### src/rtl/raster_pkg.sv
// -----------------------------------------------------------------------------
// raster_pkg
// Shared types and helpers for the triangle rasteriser.
//   state_t      : scan controller states
//   edge_width() : width of a signed edge accumulator for a given coordinate
//                  width. It is wide enough that the edge value never overflows
//                  anywhere inside the bounding box.
//   EDGE_W       : accumulator width for the default 8-bit coordinates
//   edge_t       : signed edge value at the default width
//   covered()    : inclusive inside test. Its inputs are the sign of the
//                  twice-area and the sign/zero flags of the three edge values.
// -----------------------------------------------------------------------------
package raster_pkg;

  typedef enum logic [1:0] {
    S_IDLE,
    S_SETUP,
    S_SCAN,
    S_DONE
  } state_t;

  function automatic int edge_width(input int coord_width);
    return 2 * coord_width + 2;
  endfunction

  localparam int WIDTH_DEFAULT = 8;
  localparam int EDGE_W        = 2 * WIDTH_DEFAULT + 2;

  typedef logic signed [EDGE_W-1:0] edge_t;

  // Counter-clockwise triangles (area > 0) need every edge >= 0.
  // Clockwise triangles (area < 0) need every edge <= 0.
  // Zero is inside for both windings, so pixels on a shared edge are drawn
  // by both neighbouring triangles.
  function automatic logic covered(input logic       area_neg,
                                   input logic [2:0] e_neg,
                                   input logic [2:0] e_zero);
    if (area_neg) begin
      return &(e_neg | e_zero);
    end
    return &(~e_neg);
  endfunction

endpackage

### src/rtl/edge_stepper.sv
// -----------------------------------------------------------------------------
// edge_stepper
// Incremental evaluator for one triangle edge function. It keeps the edge value
// at the current candidate and the value at the start of the current row.
//   clock, resetn : clock, synchronous active-low reset
//   load          : load init_val into both the current and row-start values
//   hold          : freeze all state (output stalled); below load in priority
//   step_x        : move one pixel right   (e += inc_x)
//   step_row      : move to the next row   (e = row_start + inc_row, and
//                                           row_start is updated the same way)
//   init_val      : edge value at (xmin, ymin)
//   inc_x         : -(Qy-Py)
//   inc_row       : (Qx-Px)
//   e             : edge value at the current candidate
// -----------------------------------------------------------------------------
module edge_stepper
  import raster_pkg::*;
#(
  parameter int EW = EDGE_W
) (
  input  logic                 clock,
  input  logic                 resetn,
  input  logic                 load,
  input  logic                 hold,
  input  logic                 step_x,
  input  logic                 step_row,
  input  logic signed [EW-1:0] init_val,
  input  logic signed [EW-1:0] inc_x,
  input  logic signed [EW-1:0] inc_row,
  output logic signed [EW-1:0] e
);

  logic signed [EW-1:0] row_start;

  // NOTE: state registers use non-blocking assignments so that every flop in
  // the design samples pre-edge values, whatever order the blocks execute in.
  always_ff @(posedge clock) begin
    if (!resetn) begin
      e         <= '0;
      row_start <= '0;
    end else if (load) begin
      e         <= init_val;
      row_start <= init_val;
    end else if (!hold) begin
      if (step_row) begin
        e         <= row_start + inc_row;
        row_start <= row_start + inc_row;
      end else if (step_x) begin
        e         <= e + inc_x;
      end
    end
  end

endmodule

### src/rtl/raster_triangle.sv
// -----------------------------------------------------------------------------
// raster_triangle
// Triangle rasteriser. It accepts one triangle per ready/valid handshake and
// clips its bounding box to the screen. It then scans the box row-major, one
// candidate per cycle, using three incremental edge functions. Covered pixels
// go out on a backpressured ready/valid stream. done pulses for one cycle when
// a triangle completes, including triangles that produce no pixels.
//
// Optional build macro: CULL_BACKFACE_EN. When it is defined, clockwise
// triangles (negative twice-area) are rejected during setup.
//
// Ports
//   clock, resetn          : clock, synchronous active-low reset
//   in_valid / in_ready    : triangle handshake (in_ready high only when idle)
//   ax, ay, bx, by, cx, cy : vertex coordinates, sampled on accept
//   colour                 : fill colour, sampled on accept
//   out_valid / out_ready  : pixel handshake
//   oX, oY, oColour        : pixel coordinate and colour
//   done                   : one-cycle end-of-triangle pulse
// -----------------------------------------------------------------------------
module raster_triangle
  import raster_pkg::*;
#(
  parameter int WIDTH        = 8,
  parameter int COLOUR_WIDTH = 3,
  parameter int SCREEN_W     = 160,
  parameter int SCREEN_H     = 120
) (
  input  logic                    clock,
  input  logic                    resetn,
  input  logic                    in_valid,
  output logic                    in_ready,
  input  logic [WIDTH-1:0]        ax,
  input  logic [WIDTH-1:0]        ay,
  input  logic [WIDTH-1:0]        bx,
  input  logic [WIDTH-1:0]        by,
  input  logic [WIDTH-1:0]        cx,
  input  logic [WIDTH-1:0]        cy,
  input  logic [COLOUR_WIDTH-1:0] colour,
  output logic                    out_valid,
  input  logic                    out_ready,
  output logic [WIDTH-1:0]        oX,
  output logic [WIDTH-1:0]        oY,
  output logic [COLOUR_WIDTH-1:0] oColour,
  output logic                    done
);

  localparam int EW = edge_width(WIDTH);
  localparam logic [WIDTH-1:0] X_LAST = WIDTH'(SCREEN_W - 1);
  localparam logic [WIDTH-1:0] Y_LAST = WIDTH'(SCREEN_H - 1);

  function automatic logic signed [EW-1:0] ext(input logic [WIDTH-1:0] v);
    return $signed({{(EW-WIDTH){1'b0}}, v});
  endfunction

  function automatic logic [WIDTH-1:0] min3(input logic [WIDTH-1:0] a,
                                            input logic [WIDTH-1:0] b,
                                            input logic [WIDTH-1:0] c);
    logic [WIDTH-1:0] m;
    m = (a < b) ? a : b;
    return (m < c) ? m : c;
  endfunction

  function automatic logic [WIDTH-1:0] max3(input logic [WIDTH-1:0] a,
                                            input logic [WIDTH-1:0] b,
                                            input logic [WIDTH-1:0] c);
    logic [WIDTH-1:0] m;
    m = (a > b) ? a : b;
    return (m > c) ? m : c;
  endfunction

  state_t                  state;
  logic [WIDTH-1:0]        ax_r, ay_r, bx_r, by_r, cx_r, cy_r;
  logic [COLOUR_WIDTH-1:0] colour_r;
  logic [WIDTH-1:0]        xmin_r, xmax_r, ymax_r;
  logic [WIDTH-1:0]        x_cnt, y_cnt;
  logic                    area_neg_r;

  // Setup datapath. It works from the registered vertices, so the values it
  // produces are valid in S_SETUP. inc_x/inc_row stay valid for the whole scan.
  logic [WIDTH-1:0]     bb_xmin, bb_ymin, bb_xmax, bb_ymax;
  logic                 off_screen, area_zero, reject;
  logic signed [EW-1:0] area;
  logic signed [EW-1:0] vx [3];
  logic signed [EW-1:0] vy [3];
  logic signed [EW-1:0] d_x [3];
  logic signed [EW-1:0] d_y [3];
  logic signed [EW-1:0] e_init [3];
  logic signed [EW-1:0] e_inc_x [3];
  logic signed [EW-1:0] e_inc_row [3];
  logic signed [EW-1:0] e_val [3];

  // NOTE: every signal driven in always_comb is given a value on every path
  // (defaults first or full if/else), so no latch can be inferred.
  always_comb begin
    bb_xmin = min3(ax_r, bx_r, cx_r);
    bb_ymin = min3(ay_r, by_r, cy_r);
    bb_xmax = max3(ax_r, bx_r, cx_r);
    bb_ymax = max3(ay_r, by_r, cy_r);
    if (bb_xmax > X_LAST) bb_xmax = X_LAST;
    if (bb_ymax > Y_LAST) bb_ymax = Y_LAST;
    off_screen = (bb_xmin > X_LAST) || (bb_ymin > Y_LAST);

    vx[0] = ext(ax_r);  vy[0] = ext(ay_r);
    vx[1] = ext(bx_r);  vy[1] = ext(by_r);
    vx[2] = ext(cx_r);  vy[2] = ext(cy_r);

    // Edges a->b, b->c, c->a: P = v[i], Q = v[i+1 mod 3].
    for (int i = 0; i < 3; i++) begin
      d_x[i]       = vx[(i+1)%3] - vx[i];
      d_y[i]       = vy[(i+1)%3] - vy[i];
      e_inc_x[i]   = -d_y[i];
      e_inc_row[i] = d_x[i];
      e_init[i]    = d_x[i] * (ext(bb_ymin) - vy[i])
                   - d_y[i] * (ext(bb_xmin) - vx[i]);
    end

    // Twice-area is the a->b edge function evaluated at c.
    area      = d_x[0] * (vy[2] - vy[0]) - d_y[0] * (vx[2] - vx[0]);
    area_zero = (area == '0);
`ifdef CULL_BACKFACE_EN
    reject = area_zero || area[EW-1] || off_screen;
`else
    reject = area_zero || off_screen;
`endif
  end

  // Scan control. The scan advances only when the output register is free,
  // or is being drained in this same cycle.
  logic       advance, last_x, last_y, hit;
  logic       load_edges, hold_edges, step_x, step_row;
  logic [2:0] e_neg, e_zero;

  always_comb begin
    advance    = (state == S_SCAN) && (!out_valid || out_ready);
    last_x     = (x_cnt == xmax_r);
    last_y     = (y_cnt == ymax_r);
    load_edges = (state == S_SETUP);
    hold_edges = (state == S_SCAN) && !advance;
    step_x     = advance && !last_x;
    step_row   = advance && last_x && !last_y;
    for (int i = 0; i < 3; i++) begin
      e_neg[i]  = e_val[i][EW-1];
      e_zero[i] = (e_val[i] == '0);
    end
    hit = covered(area_neg_r, e_neg, e_zero);
  end

  for (genvar g = 0; g < 3; g++) begin : g_edge
    edge_stepper #(
      .EW (EW)
    ) u_edge (
      .clock    (clock),
      .resetn   (resetn),
      .load     (load_edges),
      .hold     (hold_edges),
      .step_x   (step_x),
      .step_row (step_row),
      .init_val (e_init[g]),
      .inc_x    (e_inc_x[g]),
      .inc_row  (e_inc_row[g]),
      .e        (e_val[g])
    );
  end

  always_ff @(posedge clock) begin
    if (!resetn) begin
      state      <= S_IDLE;
      in_ready   <= 1'b0;
      out_valid  <= 1'b0;
      done       <= 1'b0;
      oX         <= '0;
      oY         <= '0;
      oColour    <= '0;
      ax_r       <= '0;
      ay_r       <= '0;
      bx_r       <= '0;
      by_r       <= '0;
      cx_r       <= '0;
      cy_r       <= '0;
      colour_r   <= '0;
      xmin_r     <= '0;
      xmax_r     <= '0;
      ymax_r     <= '0;
      x_cnt      <= '0;
      y_cnt      <= '0;
      area_neg_r <= 1'b0;
    end else begin
      done <= 1'b0;
      // A pixel accepted downstream empties the register unless the scan
      // reloads it below in the same cycle.
      if (out_valid && out_ready) out_valid <= 1'b0;

      unique case (state)
        S_IDLE: begin
          if (in_valid && in_ready) begin
            ax_r     <= ax;
            ay_r     <= ay;
            bx_r     <= bx;
            by_r     <= by;
            cx_r     <= cx;
            cy_r     <= cy;
            colour_r <= colour;
            in_ready <= 1'b0;
            state    <= S_SETUP;
          end else begin
            // Also delays in_ready by one cycle after reset and after done.
            in_ready <= 1'b1;
          end
        end

        S_SETUP: begin
          xmin_r     <= bb_xmin;
          xmax_r     <= bb_xmax;
          ymax_r     <= bb_ymax;
          x_cnt      <= bb_xmin;
          y_cnt      <= bb_ymin;
          area_neg_r <= area[EW-1];
          state      <= reject ? S_DONE : S_SCAN;
        end

        S_SCAN: begin
          if (advance) begin
            if (hit) begin
              oX        <= x_cnt;
              oY        <= y_cnt;
              oColour   <= colour_r;
              out_valid <= 1'b1;
            end
            if (last_x && last_y) begin
              state <= S_DONE;
            end else if (last_x) begin
              x_cnt <= xmin_r;
              y_cnt <= y_cnt + 1'b1;
            end else begin
              x_cnt <= x_cnt + 1'b1;
            end
          end
        end

        S_DONE: begin
          if (!out_valid || out_ready) begin
            done  <= 1'b1;
            state <= S_IDLE;
          end
        end

        default: state <= S_IDLE;
      endcase
    end
  end

endmodule
### config.mk
export PLATFORM = sky130hd
export DESIGN_NAME = raster_triangle
export DESIGN_NICKNAME = d
export VERILOG_FILES = /design/src/rtl/raster_pkg.sv /design/src/rtl/edge_stepper.sv /design/src/rtl/raster_triangle.sv
export SDC_FILE = /design/constraint.sdc
export NUM_CORES = 2
export LEC_CHECK = 0
export CORE_MARGIN = 5
export CORE_UTILIZATION = 35
export DETAILED_ROUTE_END_ITERATION = 8
export DONT_BUFFER_PORTS = 1
export PLACE_DENSITY_LB_ADDON = 0.15
export SYNTH_ARGS = -nofsm -noshare
export SYNTH_HDL_FRONTEND = slang
export SYNTH_SLANG_ARGS = --single-unit
### constraint.sdc
create_clock -name clock -period 24.1 [get_ports clock]
set_input_delay 6.025 -clock clock [delete_from_list [all_inputs] [get_ports clock]]
set_output_delay 6.025 -clock clock [all_outputs]
set_load 0.02 [all_outputs]
==> flow_metrics.py <==
metrics = {
    "worst_hold_path": {
        "holdPathStages": 2,
        "min_path_type": "flip-flop to flip-flop",
    },
    "global_route": {
        "grt_max_degree": 90,
        "overflow": 0,
        "antenna_found_initial": 8,
        "gr-usage-all-layers_pct": 22.3,
        "grt_pass1_wl_um": 233000,
        "first_global_vias": 37300,
    },
    "setup_path": {
        "arrival_ns": 13.15,
        "worstPathRequired_ns": 24.53,
        "cpMaxStageDelayCell": "xnor2_1",
        "path_class": "flip-flop to flip-flop",
        "cp_max_fo": 14,
        "cp-start-kind": "flip-flop",
        "crit_path_end_kind": "flip-flop",
        "reg2reg_depth": 42,
        "slowest_delay_ns": 0.73,
        "r2r_slack_ns": 11.37,
        "worst_path_most_repeated_cell": "fa_1",
    },
    "cts": {
        "hold_buffers": 0,
        "cts-buffers-inserted": 34,
        "postCtsSetupBuffers": 0,
        "cts_resized": 0,
        "cts-root-buf": "clkbuf_16",
        "cts_tree": "yes",
        "clock_path_buffers": 3,
        "htree_levels": 2,
        "clkLatencyLatePin_ns": 0.57,
        "path_clk_slew_ns": 0.06,
        "clkSinkCount": 224,
    },
    "routing": {
        "ant_nets": 0,
        "viasPerCell": 5.24,
        "vias": 36400,
        "totalWireLength_um": 153000,
        "wire_per_inst_um": 22.0,
        "route.detailed.drc": 0,
        "first_pass_iters": 5,
        "drtIter0Drc": 2465,
    },
    "die": {
        "die-area_mm2": 0.136,
        "pin_count": 77,
        "core_mm2": 0.128,
        "die_w_um": 369,
        "die_h_um": 369,
        "num_rows": 131,
        "initial_core_util_pct": 35.3,
    },
    "yosys": {
        "synth_flop_cell": "dfxtp_1",
        "seq_area_frac_synth_pct": 9.95,
        "synth_top_area_cell": "fa_1",
        "syn-cell-area_mm2": 0.0451,
        "synth_area_leaders": "fa_1 32%, ha_1 15%, dfxtp_1 10%",
        "synth_seq_cells": 224,
        "synth_cells": 5277,
        "syn-num-nets": 6590,
        "synth-warning-count": 0,
        "avgSynthCellArea_um2": 8.54,
        "ys_types": 71,
        "yosysTopAreaCellShare_pct": 31.7,
        "synth_edf_count": 0,
        "ys_async_sr_fraction_pct": 0,
    },
    "sta": {
        "relSlewSlack_pct": 11.8,
        "setup_viol": 0,
        "period_share_pct": 52.8,
        "tightest_slew_ns": 1.32,
        "fin_crit_ns": 12.73,
        "fmax_ghz": 0.0786,
        "fin_skew_ns": 0.0402,
        "fin_setup_tns_ns": 0,
        "hold_viol": 0,
        "holdWs_ns": 0.451,
        "drv_slew": 0,
        "rsz0062_at_grt": "false",
    },
    "finish": {
        "fin_nets": 6574,
        "area_growth_pct": 7.50,
        "final.fill_count": 13200,
        "drive_above_1_share_pct": 4.34,
    },
    "status": {
        "status": "complete, no violations",
    },
    "run": {
        "max_cap_violations": 0,
    },
    "placed_design": {
        "gp_congestion": 0.932,
        "dp_hpwl_um": 126000,
        "place.port_buffers": 0,
    },
}
[registers in the layout, indices dropped and copies added, names as in the netlist, 2 cells and up]
name                     count
colour_r                     3
ay_r                         8
bx_r                         8
cx_r                         8
xmax_r                       8
oColour                      3
g_edge.u_edge.row_start     54
ax_r                         8
xmin_r                       8
state                        2
y_cnt                        8
cy_r                         8
g_edge.u_edge.e             54
x_cnt                        8
ymax_r                       8
oY                           8
oX                           8
by_r                         8
[area by class of cell]
class                   count  area, um2  area share, %
flip-flops and latches    224       4480           9.26
clock buffers              45        922           1.90
well taps                1662       2080           4.29
repair buffers             85        638           1.32
multi-input cells        4044      36900           76.1
clock inverters            12        145          0.300
inverters                 872       3280           6.76
diodes                      6       15.0         0.0310
[worst paths after layout]
check,startpoint,to
setup reg to reg,ay_r[1]$_SDFFE_PN0P_,g_edge[0].u_edge.e[17]$_SDFFE_PN0P_
setup / recovery,ay_r[1]$_SDFFE_PN0P_,g_edge[0].u_edge.e[17]$_SDFFE_PN0P_
hold / removal,colour_r[2]$_SDFFE_PN0P_,colour_r[2]$_SDFFE_PN0P_
hold reg to reg,colour_r[2]$_SDFFE_PN0P_,colour_r[2]$_SDFFE_PN0P_
[cells in the final DEF (no fill, tap or decap), types with 18 or more instances in the layout]
master / Yosys / final
and2_1: 24 / 24
xor2_1: 113 / 110
nor3_1: 62 / 62
clkbuf_16: 0 / 34
o211ai_1: 21 / 21
a31oi_1: 35 / 35
xnor2_1: 200 / 197
a211oi_1: 51 / 51
o21ai_0: 203 / 201
or2_2: 48 / 48
and3_1: 24 / 23
nand3_1: 54 / 52
buf_4: 0 / 85
nand2b_1: 81 / 81
o21a_1: 39 / 39
dfxtp_1: 224 / 224
nor2b_1: 36 / 36
a21o_1: 103 / 103
o21bai_1: 38 / 38
a21oi_1: 339 / 339
or3_1: 18 / 18
ha_1: 545 / 544
nand4_1: 18 / 18
nor2_1: 622 / 618
mux2i_1: 55 / 55
inv_1: 866 / 866
fa_1: 713 / 713
nor4_1: 21 / 21
nand2_1: 422 / 422
[critical path: cells and delay by family (launching register included)]
kind | cells | cell delay [ns]
xor gates and xnor gates | 1 | 0.73
DFF | 1 | 0.42
adders and majority gates | 11 | 4.66
muxes | 1 | 0.21
AOI/OAI and AO/OA | 16 | 4.02
and+or+nand+nor | 8 | 1.87
buffers and inverters | 5 | 0.63
[metrics by stage]
| step | setup WS [ns] | util (%) | cells | area (um2) |
|---|---|---|---|---|
| after floorplan | 13.16 | - | 5277 | 45100 |
| after global placement | 11.87 | 37.1 | 6887 | 47400 |
| after detailed placement | 11.60 | 37.1 | 6887 | 47400 |
| after CTS | 11.57 | 37.9 | 6944 | 48400 |
| after global routing | 10.75 | 37.9 | 6945 | 48400 |
| final | 11.37 | 37.9 | 6950 | 48400 |
[logic make-up (layout without fill, tap and decap cells)]
logic type / after synthesis / count (layout) / share of synthesized area [%]
adder cells (fa/ha/maj): 1258 / 1258 / 46.8
buffers and inverters: 1009 / 1014 / 8.41
AO/OA/AOI/OAI: 955 / 955 / 13.1
AND/OR/NAND/NOR: 1449 / 1449 / 14.1
XOR/XNOR: 313 / 313 / 6.08
other: 0 / 6 / 0
multiplexers: 69 / 69 / 1.57
flip-flops: 224 / 224 / 9.95
[layer usage]
metal / global-route usage [%] / share of wire [%] / wire length [um] / up-vias
met1: 31.9 / 46 / 70800 / 18300
met4: 5.84 / 2.9 / 4500 / 0
met5: 0 / 0 / 0 / -
met3: 2.32 / 5.4 / 8170 / 165
li1: - / - / - / 17000
met2: 36.1 / 45 / 69100 / 954
[synthesized netlist by cell type, drive strengths merged, types with 62 or more instances]
master,instances
inv,868
a21o,103
nor2,622
xor2,113
nand2,422
o21ai,203
ha,545
xnor2,200
clkbuf,128
nand2b,81
fa,713
nor3,62
a21oi,339
dfxtp,224
Power is not shown: default switching activity piles up to over one toggle a cycle in this logic, so the estimate is an artifact.
